[src/rtl/led_trail_pwm_if.sv]
// rtl/led_trail_pwm_if.sv - LED pattern in / PWM drive out bundle for led_trail_pwm
interface led_trail_pwm_if;
   logic [7:0] led_in;
   logic [7:0] led_pwm;
   logic       trail_busy;

   modport master (output led_in, input  led_pwm, input  trail_busy);
   modport slave  (input  led_in, output led_pwm, output trail_busy);
endinterface

[src/rtl/led_trail_pwm.sv]
// rtl/led_trail_pwm.sv - per-channel PWM with fading comet tail behind the flow LED
// Optional macro INVERT_OUT_EN: active-low led_pwm (reset value 8'hFF).
module led_trail_pwm #(
   parameter int                  PWM_BITS   = 4,
   parameter logic [23:0]         DECAY_DIV  = 24'd2,
   parameter logic [PWM_BITS-1:0] DECAY_STEP = PWM_BITS'(2)
) (
   input  logic             sys_clk,
   input  logic             sys_rst_n,
   led_trail_pwm_if.slave   bus
);

   localparam logic [PWM_BITS-1:0] LMAX    = '1;
   localparam logic [PWM_BITS-1:0] PWM_TOP = LMAX - PWM_BITS'(1);

`ifdef INVERT_OUT_EN
   localparam logic [7:0] OUT_POL = 8'hFF;
`else
   localparam logic [7:0] OUT_POL = 8'h00;
`endif

   logic [PWM_BITS-1:0] r_pwm_cnt;
   logic [23:0]         r_dec_cnt;
   logic [PWM_BITS-1:0] r_level [8];
   logic [7:0]          r_led_pwm;
   logic                r_trail_busy;

   logic                w_tick;
   logic [7:0]          w_cmp;
   logic                w_any;

   assign w_tick = (r_dec_cnt == DECAY_DIV);

   always_ff @(posedge sys_clk or negedge sys_rst_n) begin
      if (!sys_rst_n) begin
         r_pwm_cnt <= '0;
         r_dec_cnt <= '0;
      end else begin
         r_pwm_cnt <= (r_pwm_cnt == PWM_TOP) ? '0 : r_pwm_cnt + PWM_BITS'(1);
         r_dec_cnt <= w_tick ? '0 : r_dec_cnt + 24'd1;
      end
   end

   // A lit input wins over a coincident decay tick; decay saturates at zero.
   always_ff @(posedge sys_clk or negedge sys_rst_n) begin
      if (!sys_rst_n) begin
         for (int i = 0; i < 8; i++) begin
            r_level[i] <= '0;
         end
      end else begin
         for (int i = 0; i < 8; i++) begin
            if (bus.led_in[i]) begin
               r_level[i] <= LMAX;
            end else if (w_tick) begin
               r_level[i] <= (r_level[i] > DECAY_STEP) ? r_level[i] - DECAY_STEP : '0;
            end
         end
      end
   end

   always_comb begin
      w_cmp = '0;
      w_any = 1'b0;
      for (int i = 0; i < 8; i++) begin
         w_cmp[i] = (r_level[i] > r_pwm_cnt);
         w_any    = w_any | (r_level[i] != '0);
      end
   end

   always_ff @(posedge sys_clk or negedge sys_rst_n) begin
      if (!sys_rst_n) begin
         r_led_pwm    <= OUT_POL;
         r_trail_busy <= 1'b0;
      end else begin
         r_led_pwm    <= w_cmp ^ OUT_POL;
         r_trail_busy <= w_any;
      end
   end

   assign bus.led_pwm    = r_led_pwm;
   assign bus.trail_busy = r_trail_busy;

endmodule

[src/flat_wrapper.sv]
// flat-port wrapper written by rule: the top's interface ports become plain ports
module led_trail_pwm_flat 
#(
   parameter int                  PWM_BITS   = 4,
   parameter logic [23:0]         DECAY_DIV  = 24'd2,
   parameter logic [PWM_BITS-1:0] DECAY_STEP = PWM_BITS'(2)
)
  (sys_clk, sys_rst_n, bus_led_in, bus_led_pwm, bus_trail_busy);
  led_trail_pwm_if bus_i ();
  input  logic sys_clk;
  input  logic sys_rst_n;
  input wire logic [$bits(bus_i.led_in)-1:0] bus_led_in;
  output wire logic [$bits(bus_i.led_pwm)-1:0] bus_led_pwm;
  output wire logic [$bits(bus_i.trail_busy)-1:0] bus_trail_busy;
  assign bus_i.led_in = bus_led_in;
  assign bus_led_pwm = bus_i.led_pwm;
  assign bus_trail_busy = bus_i.trail_busy;
  led_trail_pwm #(.PWM_BITS(PWM_BITS), .DECAY_DIV(DECAY_DIV), .DECAY_STEP(DECAY_STEP)) u_core (.sys_clk(sys_clk), .sys_rst_n(sys_rst_n), .bus(bus_i));
endmodule
[config.mk]
export PLATFORM = sky130hd
export DESIGN_NAME = led_trail_pwm_flat
export DESIGN_NICKNAME = d
export VERILOG_FILES = /design/src/rtl/led_trail_pwm_if.sv /design/src/rtl/led_trail_pwm.sv /design/src/flat_wrapper.sv
export SDC_FILE = /design/constraint.sdc
export NUM_CORES = 1
export LEC_CHECK = 0
export BUFFER_PORTS_ARGS = -buffer_cell sky130_fd_sc_hd__buf_2
export CORE_MARGIN = 2
export CORE_UTILIZATION = 66
export DETAILED_ROUTE_END_ITERATION = 7
export GPL_ROUTABILITY_DRIVEN = 1
export PLACE_DENSITY = 0.85
export SLEW_MARGIN = 20
export SYNTH_ARGS = -nofsm -noshare
export SYNTH_HDL_FRONTEND = slang
export SYNTH_SLANG_ARGS = --single-unit
[constraint.sdc]
create_clock -name sys_clk -period 5.6 [get_ports sys_clk]
set_input_delay 0.84 -clock sys_clk [delete_from_list [all_inputs] [get_ports sys_clk]]
set_output_delay 0.84 -clock sys_clk [all_outputs]
set_load 0.1 [all_outputs]
==> results of run 1 <==
## logic make-up (layout without fill, tap and decap cells)
logic type / count (synthesis) / in the layout
and+or+nand+nor: 119 / 119
AOI/OAI and AO/OA: 81 / 81
DFF: 69 / 69
buffers and inverters: 50 / 76
adders and majority gates: 42 / 42
xor gates and xnor gates: 22 / 22
muxes: 1 / 1
## layout make-up
type	count	share of cell area
repair buffers	19	0.0229
multi-input cells	265	0.471
inverters	41	0.0362
well taps	75	0.0220
clock inverters	3	0.00470
clock buffers	13	0.0373
flip-flops and latches	69	0.406
## worst min path at each step
stage                                              start                        endpoint  slack (ps)  cells past startpoint
after detailed placement  u_core.r_dec_cnt[19]$_DFF_PN0_  u_core.r_dec_cnt[19]$_DFF_PN0_         490                      1
final                     u_core.r_dec_cnt[23]$_DFF_PN0_  u_core.r_dec_cnt[23]$_DFF_PN0_         500                      1
after global routing      u_core.r_dec_cnt[23]$_DFF_PN0_  u_core.r_dec_cnt[23]$_DFF_PN0_         520                      1
after floorplan           u_core.r_dec_cnt[19]$_DFF_PN0_  u_core.r_dec_cnt[19]$_DFF_PN0_         460                      1
after CTS                 u_core.r_dec_cnt[23]$_DFF_PN0_  u_core.r_dec_cnt[23]$_DFF_PN0_         510                      1
after global placement    u_core.r_dec_cnt[23]$_DFF_PN0_  u_core.r_dec_cnt[23]$_DFF_PN0_         480                      1
## through the flow
| step | power (mW) | cells |
|---|---|---|
| after floorplan | 0.537 | 384 |
| after global placement | 0.557 | 469 |
| after detailed placement | 0.559 | 469 |
| after CTS | 0.926 | 485 |
| after global routing | 0.961 | 485 |
| final | 0.922 | 485 |
## registers in the layout, summed over array words and instances (netlist names)
signal	flops
u_core.bus.trail_busy	1
u_core.r_level	32
u_core.r_pwm_cnt	4
u_core.r_dec_cnt	24
u_core.bus.led_pwm	8
## synth_stat cells
cell	instances	share of area
o311ai_0	4	0.0089
nand4_1	17	0.027
xor2_1	9	0.020
nor4b_1	4	0.0089
o211ai_1	1	0.0019
mux2i_1	1	0.0025
and4bb_2	1	0.0032
buf_2	4	0.0051
nand2_4	1	0.0029
nand2_1	15	0.014
xnor2_1	13	0.029
nor4b_2	1	0.0038
or3_1	1	0.0016
buf_6	3	0.0086
and4_1	3	0.0067
nor2b_1	8	0.013
a311o_1	4	0.010
nor4_2	4	0.013
nor4_1	7	0.011
o311ai_1	3	0.0067
and2_1	1	0.0016
or2_2	1	0.0016
a31oi_1	13	0.021
dfrtp_1	69	0.44
or4_1	1	0.0019
clkbuf_1	2	0.0019
inv_1	41	0.039
o21ai_1	1	0.0013
a221o_1	9	0.023
nor2_1	28	0.027
nor3_1	11	0.014
o21a_1	24	0.046
nand3_1	11	0.014
nand2b_1	1	0.0016
ha_1	42	0.13
nor2_2	1	0.0016
a21oi_1	1	0.0013
a211oi_1	7	0.013
a211o_1	3	0.0067
and3_1	2	0.0032
o21ai_0	11	0.014
## routing by layer
metal / wire length, um / track usage / up-vias
li1: - / - / 1450
met1: 3700 / 0.370 / 1514
met2: 3930 / 0.446 / 87
met3: 451 / 0.0622 / 21
met4: 215 / 0.146 / 0
met5: 0 / 0 / -
## worst reg2reg max path, cell delays in order (launching register included)
cell and delay, ps:
dfrtp_1 430, inv_1 80, ha_1 130, nor4b_2 210, nand4_1 460, nor2_2 810
a311o_1 290
## where the power goes
part | switching, mW | total [mW] | internal, mW | leakage, nW
clock | 0.188 | 0.373 | 0.185 | 0.0857
sequential | 0.00766 | 0.510 | 0.502 | 0.754
combinational | 0.0242 | 0.0392 | 0.0150 | 1.12
==> results_dict.tcl, run 1 <==
set metrics [dict create \
    setup_viol 0 \
    drv_cap 0 \
    crit_type "flip-flop to flip-flop" \
    worstSetupEndpoint "u_core.r_level[27]$_DFFE_PN0P_" \
    dieArea_um2 6620 \
    rows 28 \
    dieWidth_um 81.3 \
    hold_path.class "flip-flop to flip-flop" \
    seq_area_frac_synth 0.437 \
    cp.required_ps 5880 \
    layout_commonest_cell "dfrtp_1" \
    grtUsageTotal 0.284 \
    r2r_start "u_core.r_dec_cnt[0]$_DFF_PN0_" \
    cts_resized 0 \
    ir_worst_vdd_mv 0.167 \
    fmax_mhz 405 \
    finalCritPeriodShare 0.441 \
    final_cell_mix "69 x dfrtp_1, 42 x ha_1, 41 x inv_1, 28 x nor2_1, 24 x o21a_1" \
    syn_avg_cell_area_um2 10.3 \
    netlist_area_um2 3950 \
    placed_cell_area_um2 4080 \
    dp_slack_ps 3170 \
    leakagePower_nw 1.96 \
    cts.sinks 69 \
    cts_buffer_depth 2 \
    wirelength_um 8300 \
    crit_start "u_core.r_dec_cnt[0]$_DFF_PN0_" \
    port_buffers 18 \
    drc 0 \
    coreArea_um2 5850 \
    grt_max_degree 70 \
    reg2reg_depth 6 \
    multi_input_area_um2 2010 \
    crit_chain "inv_1 -> ha_1 -> nor4b_2 -> nand4_1 -> nor2_2 -> a311o_1" \
    synth_simple_gate_area_share 0.171 \
    synth_fp_nets 436 \
    cp_slowest_cell "nor2_2" \
    muxShareOfSynthArea 0.00254 \
    timing.setup.tns_ps 0 \
    crit_cells 6 \
    post_cts_buffers 0 \
    antenna_found_initial 0 \
    utilization 0.728 \
    vias 3072 \
    critPathMaxFanout 17 \
    worst_slack_ps 3130 \
    max_stage_delay_ps 810 \
    insertion_delay_ps 350 \
    r2r_setup_slack_ps 3130 \
    finClkSkew_ps 15.9 \
    antenna_cells 0 \
    slew_violations 0 \
    path_clk_slew_ps 80 \
    syn-instance-count 384 \
    nets 457 \
    relSlewSlack 0.429 \
    synth_top_family_by_area "simple AND/OR/NAND/NOR gates" \
    cts-root-buf "clkbuf_8" \
    grt_overflow_total 0 \
    cts_hold_buffers 0 \
    synth_seq_cells 69 \
    viasPerCell 6.33 \
    start_kind "flip-flop" \
    hpwl_um 5700 \
    fillers 418 \
    wl_per_cell_um 17.1 \
    synth_xor_area_frac 0.0488 \
    yosysWarnings 0 \
    drive_gt1_frac 0.102 \
    reg2reg_to "u_core.r_level[27]$_DFFE_PN0P_" \
    grt_pass1_vias 3000 \
    cp_num_buf_inv 1 \
    crit_family "simple AND/OR/NAND/NOR gates" \
    die_h_um 81.3 \
    power_density_nw_per_um2 217 \
    worstMarginPinSlew_ps 856 \
    synthAdderAreaFrac 0.133 \
    synth_compound_area_frac 0.153 \
    start_util 0.675 \
    ios 19 \
    endpoint_kind "flip-flop" \
    drtIter0Drc 252 \
    place.gp.congestion 0.875 \
    yosysUniqueCellTypes 41 \
    hold-worst-slack_ps 505 \
    ant_nets 0 \
    worstPathArrival_ps 2750 \
    cts_tree "built" \
    firstDrtPassIters 4 \
    cts_buffers 9 \
    final_area_um2 4260 \
    syn_to_final_growth_pct 7.83 \
    ff_latch_area_um2 1730 \
    cts-htree-levels 3 \
    period_needed_ps 2470 \
    status "completed" \
    final_hold_viol_count 0 \
    grt_pass1_wl_um 14100 \
    rsz0062_at_grt "false" \
]
(Power assumes the default switching activity.)
==> run 2, diff against run 1 <==
- CORE_UTILIZATION: 66 -> 56
- PLACE_DENSITY: 0.85 -> 0.77
- clock period: 5.6 -> 2.25 ns (I/O delays scaled with it)
==> run 2 against run 1 <==
  * The run now ends with negative hold slack left
  * Sequential power increased by 150%
  * Non-clock buffer count increased by 7
  * Clock power increased by 130%
  * Critical path type unchanged
==> results_dict.tcl, run 2 (synthesized netlist as in run 1, its figures left out) <==
set metrics [dict create \
    status "finished with violations" \
    violations "negative hold slack" \
    place.gp.congestion 0.878 \
    grt_pass1_wl_um 14600 \
    viasPerCell 6.00 \
    syn_to_final_growth_pct 9.64 \
    grt_max_degree 70 \
    vias 3072 \
    grt_pass1_vias 3097 \
    cp.required_ps 2510 \
    worstSetupEndpoint "u_core.r_level[5]$_DFFE_PN0P_" \
    reg2reg_to "u_core.r_level[5]$_DFFE_PN0P_" \
    finalCritPeriodShare 0.879 \
    insertion_delay_ps 340 \
    drc 0 \
    ir_worst_vdd_mv 0.370 \
    coreArea_um2 6790 \
    worstPathArrival_ps 2240 \
    ant_nets 0 \
    rsz0062_at_grt "false" \
    endpoint_kind "flip-flop" \
    grt_overflow_total 0 \
    rows 30 \
    nets 464 \
    wirelength_um 8540 \
    hold-worst-slack_ps -5.05 \
    dieArea_um2 7740 \
    r2r_start "u_core.r_dec_cnt[0]$_DFF_PN0_" \
    cts_resized 0 \
    finClkSkew_ps 13.7 \
    layout_commonest_cell "dfrtp_1" \
    firstDrtPassIters 4 \
    ios 19 \
    drtIter0Drc 179 \
    hpwl_um 6090 \
    crit_type "flip-flop to flip-flop" \
    final_hold_viol_count 2 \
    critPathMaxFanout 7 \
    relSlewSlack 0.582 \
    antenna_found_initial 0 \
    worstMarginPinSlew_ps 626 \
    die_h_um 88.0 \
    power_density_nw_per_um2 515 \
    cts_buffer_depth 2 \
    start_kind "flip-flop" \
    cts_tree "built" \
    crit_cells 6 \
    hold_path.class "input port to async pin" \
    path_clk_slew_ps 70 \
    cts.sinks 69 \
    dieWidth_um 88.0 \
    final_cell_mix "69 x dfrtp_1, 42 x ha_1, 41 x inv_1, 28 x nor2_1, 24 x o21a_1" \
    cts_hold_buffers 0 \
    leakagePower_nw 2.00 \
    period_needed_ps 1980 \
    reg2reg_depth 6 \
    grtUsageTotal 0.246 \
    crit_start "u_core.r_dec_cnt[0]$_DFF_PN0_" \
    cp_slowest_cell "or4_1" \
    start_util 0.581 \
    antenna_cells 0 \
    largest_reg_flops 32 \
    setup_viol 0 \
    top_register "u_core.r_level" \
    slew_violations 0 \
    cts_buffers 9 \
    p_total_mw 2.23 \
    drv_cap 0 \
    cts-root-buf "clkbuf_8" \
    r2r_setup_slack_ps 270 \
    timing.setup.tns_ps 0 \
    crit_family "simple AND/OR/NAND/NOR gates" \
    wl_per_cell_um 16.7 \
    fmax_mhz 506 \
    port_buffers 18 \
    cp_num_buf_inv 1 \
    max_stage_delay_ps 590 \
    crit_chain "inv_1 -> ha_1 -> nor4b_2 -> nand4_1 -> or4_1 -> o211ai_1" \
    post_cts_buffers 0 \
    cts-htree-levels 3 \
    drive_gt1_frac 0.113 \
]
run 2: cell types whose count changed in the layout (fill, tap and decap cells not counted):
cell,previous run,this run
clkinv_2,1,2
clkbuf_1,2,3
buf_12,0,1
clkbuf_8,11,10
clkinvlp_4,2,0
buf_4,1,7
run 2: worst register-to-register path: cells and delay by family (launching register included):
family / cells / cell delay [ps]
simple gates: 3 / 1170
flops: 1 / 420
fa+ha+maj: 1 / 130
compound gates: 1 / 110
buf+inv: 1 / 80
run 2: worst min-delay path by stage:
stage	from	end	cells after the start	slack, ps
after global placement	sys_rst_n	u_core.bus.led_pwm[5]$_DFF_PN0_	2	390
after global routing	sys_rst_n	u_core.bus.led_pwm[5]$_DFF_PN0_	2	40
after detailed placement	sys_rst_n	u_core.bus.led_pwm[5]$_DFF_PN0_	2	390
after floorplan	sys_rst_n	u_core.bus.led_pwm[0]$_DFF_PN0_	0	40
final	sys_rst_n	u_core.bus.led_pwm[5]$_DFF_PN0_	2	-5
after CTS	sys_rst_n	u_core.bus.led_pwm[5]$_DFF_PN0_	2	20
run 2: final cells by class:
type / count / area, um^2
fill: 581 / 2470
multi-input combinational: 265 / 2010
sequential: 69 / 1730
timing repair buffer: 26 / 163
inverter: 41 / 154
clock buffer: 13 / 149
tap: 96 / 120
clock inverter: 2 / 10.0
run 2: metal layers:
metal	vias up	track usage	share of wire
met4	0	0.106	0.015
li1	1469	-	-
met2	58	0.413	0.51
met5	-	0	0
met1	1531	0.308	0.43
met3	14	0.0481	0.037
run 2: power breakdown:
group / total, mW / internal, mW / leakage, nW / switching [mW]
registers: 1.27 / 1.25 / 0.754 / 0.0202
logic: 0.101 / 0.0399 / 1.16 / 0.0609
clock network: 0.857 / 0.422 / 0.0833 / 0.435
total: 2.23 / 1.71 / 2.00 / 0.516
run 2: stage by stage:
| step | util | cell area (um^2) | instances | setup slack (ps) |
|---|---|---|---|---|
| 2_1_floorplan | - | 3950 | 384 | 503 |
| 3_3_place_gp | 0.614 | 4170 | 497 | 328 |
| 3_5_place_dp | 0.614 | 4170 | 497 | 266 |
| 4_1_cts | 0.637 | 4330 | 512 | 246 |
| 5_1_grt | 0.637 | 4330 | 512 | 117 |
| 6_report | 0.637 | 4330 | 512 | 273 |
==> run 3, diff against run 2 <==
- HOLD_SLACK_MARGIN: not set -> 0.02
==> run 3 against run 2 <==
  * The run now ends clean
  * Non-clock buffer count rose by 1
  * Final area rose by 0.23%
  * Die area did not move
  * Routed wire length barely moved
  * Core utilization rose by 0.15 points
  * Largest cell class unchanged
==> results_dict.tcl, run 3 (synthesized netlist as in run 1, its figures left out) <==
set metrics [dict create \
    endpoint_kind "flip-flop" \
    r2r_start "u_core.r_dec_cnt[0]$_DFF_PN0_" \
    syn_to_final_growth_pct 9.89 \
    leakagePower_nw 2.00 \
    r2r_setup_slack_ps 250 \
    utilization 0.638 \
    drive_gt1_frac 0.113 \
    grtUsageTotal 0.246 \
    firstDrtPassIters 4 \
    viasPerCell 6.01 \
    rows 30 \
    place.gp.congestion 0.878 \
    finalCritPeriodShare 0.890 \
    grt_pass1_vias 3109 \
    timing.setup.tns_ps 0 \
    die_h_um 88.0 \
    reg2reg_depth 7 \
    power_density_nw_per_um2 515 \
    cts-root-buf "clkbuf_8" \
    period_needed_ps 2000 \
    start_util 0.581 \
    vias 3085 \
    worstMarginPinSlew_ps 642 \
    drc 0 \
    final_cells 513 \
    fillers 580 \
    dieArea_um2 7740 \
    cts_tree "built" \
    hold_depth 2 \
    antenna_found_initial 0 \
    coreArea_um2 6790 \
    cts_buffer_depth 2 \
    worstPathArrival_ps 2280 \
    post_cts_buffers 0 \
    finClkSkew_ps 12.3 \
    crit_type "flip-flop to flip-flop" \
    wl_per_cell_um 16.7 \
    cts-htree-levels 3 \
    ios 19 \
    drv_cap 0 \
    dp_cells 497 \
    ir_worst_vdd_mv 0.369 \
    nets 465 \
    grt_max_degree 70 \
    port_buffers 18 \
    rsz0062_at_grt "false" \
    drtIter0Drc 230 \
    critPathMaxFanout 7 \
    status "completed" \
    reg2reg_to "u_core.r_level[15]$_DFFE_PN0P_" \
    wirelength_um 8540 \
    hp-start "bus_led_in[0]" \
    relSlewSlack 0.572 \
    dieWidth_um 88.0 \
    slew_violations 0 \
    final_area_um2 4340 \
    hold-worst-slack_ps 247 \
    start_kind "flip-flop" \
    ant_nets 0 \
    cp.required_ps 2530 \
    final_cell_mix "69 x dfrtp_1, 42 x ha_1, 41 x inv_1, 28 x nor2_1, 24 x o21a_1" \
    cts_buffers 9 \
    placed_cell_area_um2 4170 \
    grt_pass1_wl_um 14600 \
    cts.sinks 69 \
    largest_reg_flops 32 \
    path_clk_slew_ps 70 \
    insertion_delay_ps 340 \
    layout_commonest_cell "dfrtp_1" \
    top_register "u_core.r_level" \
    min_to "u_core.r_level[31]$_DFFE_PN0P_" \
    final_hold_viol_count 0 \
    grt_overflow_total 0 \
    setup_viol 0 \
    fmax_mhz 499 \
    hpwl_um 6090 \
    antenna_cells 0 \
    hold_path.class "input port to flip-flop" \
]
-- run 3: cell types whose count changed in the layout (fill, tap and decap cells not counted) --
cell,before,now
dlygate4sd3_1,0,1
-- run 3: how the worst max path moves through the flow --
stage | slack [ps] | depth (start not counted) | endpoint | startpoint
floorplan | 500 | 8 | u_core.r_level[17]$_DFFE_PN0P_ | u_core.r_dec_cnt[0]$_DFF_PN0_
global placement | 330 | 6 | u_core.r_level[5]$_DFFE_PN0P_ | u_core.r_dec_cnt[0]$_DFF_PN0_
detailed placement | 270 | 6 | u_core.r_level[5]$_DFFE_PN0P_ | u_core.r_dec_cnt[0]$_DFF_PN0_
CTS | 250 | 6 | u_core.r_level[5]$_DFFE_PN0P_ | u_core.r_dec_cnt[0]$_DFF_PN0_
global route | 120 | 7 | u_core.r_level[14]$_DFFE_PN0P_ | u_core.r_dec_cnt[0]$_DFF_PN0_
finish | 250 | 7 | u_core.r_level[15]$_DFFE_PN0P_ | u_core.r_dec_cnt[0]$_DFF_PN0_
-- run 3: where the power goes --
| group | total (mW) | switching [mW] | internal, mW |
|---|---|---|---|
| clock | 0.859 | 0.437 | 0.422 |
| sequential | 1.27 | 0.0199 | 1.25 |
| combinational | 0.102 | 0.0614 | 0.0410 |
-- run 3: routing by layer --
metal  GRT usage  vias to the layer above  wire, um
met5           0                        -         0
met4       0.106                        0       167
met3      0.0481                       16       360
met2       0.415                       64      4290
met1       0.308                     1539      3720
li1            -                     1466         -
-- run 3: critical path, stage by stage, from the launching register on --
cell and delay (ps):
dfrtp_1 420, inv_1 80, ha_1 130, nor4b_2 230, nand4_1 350, buf_4 280, nor4_1 290, a211o_1 150
-- run 3: what timing repair did --
item / CTS / global route
endpoints found under the hold margin: 6 / 0
gates resized for setup: 0 / 0
hold buffers: 1 / 0
-- run 3: per-stage QoR --
stage | setup slack, ps | power (mW)
finish | 247 | 2.23
global placement | 328 | 1.39
global route | 117 | 2.33
floorplan | 503 | 1.34
detailed placement | 266 | 1.40
CTS | 246 | 2.25
-- run 3: final cells by class --
cell class	count	area, um^2	share of cell area
multi-input cells	265	2010	0.462
flip-flops and latches	69	1730	0.398
repair buffers	27	173	0.0398
inverters	41	154	0.0355
clock buffers	13	149	0.0343
well taps	96	120	0.0277
clock inverters	2	10.0	0.00231
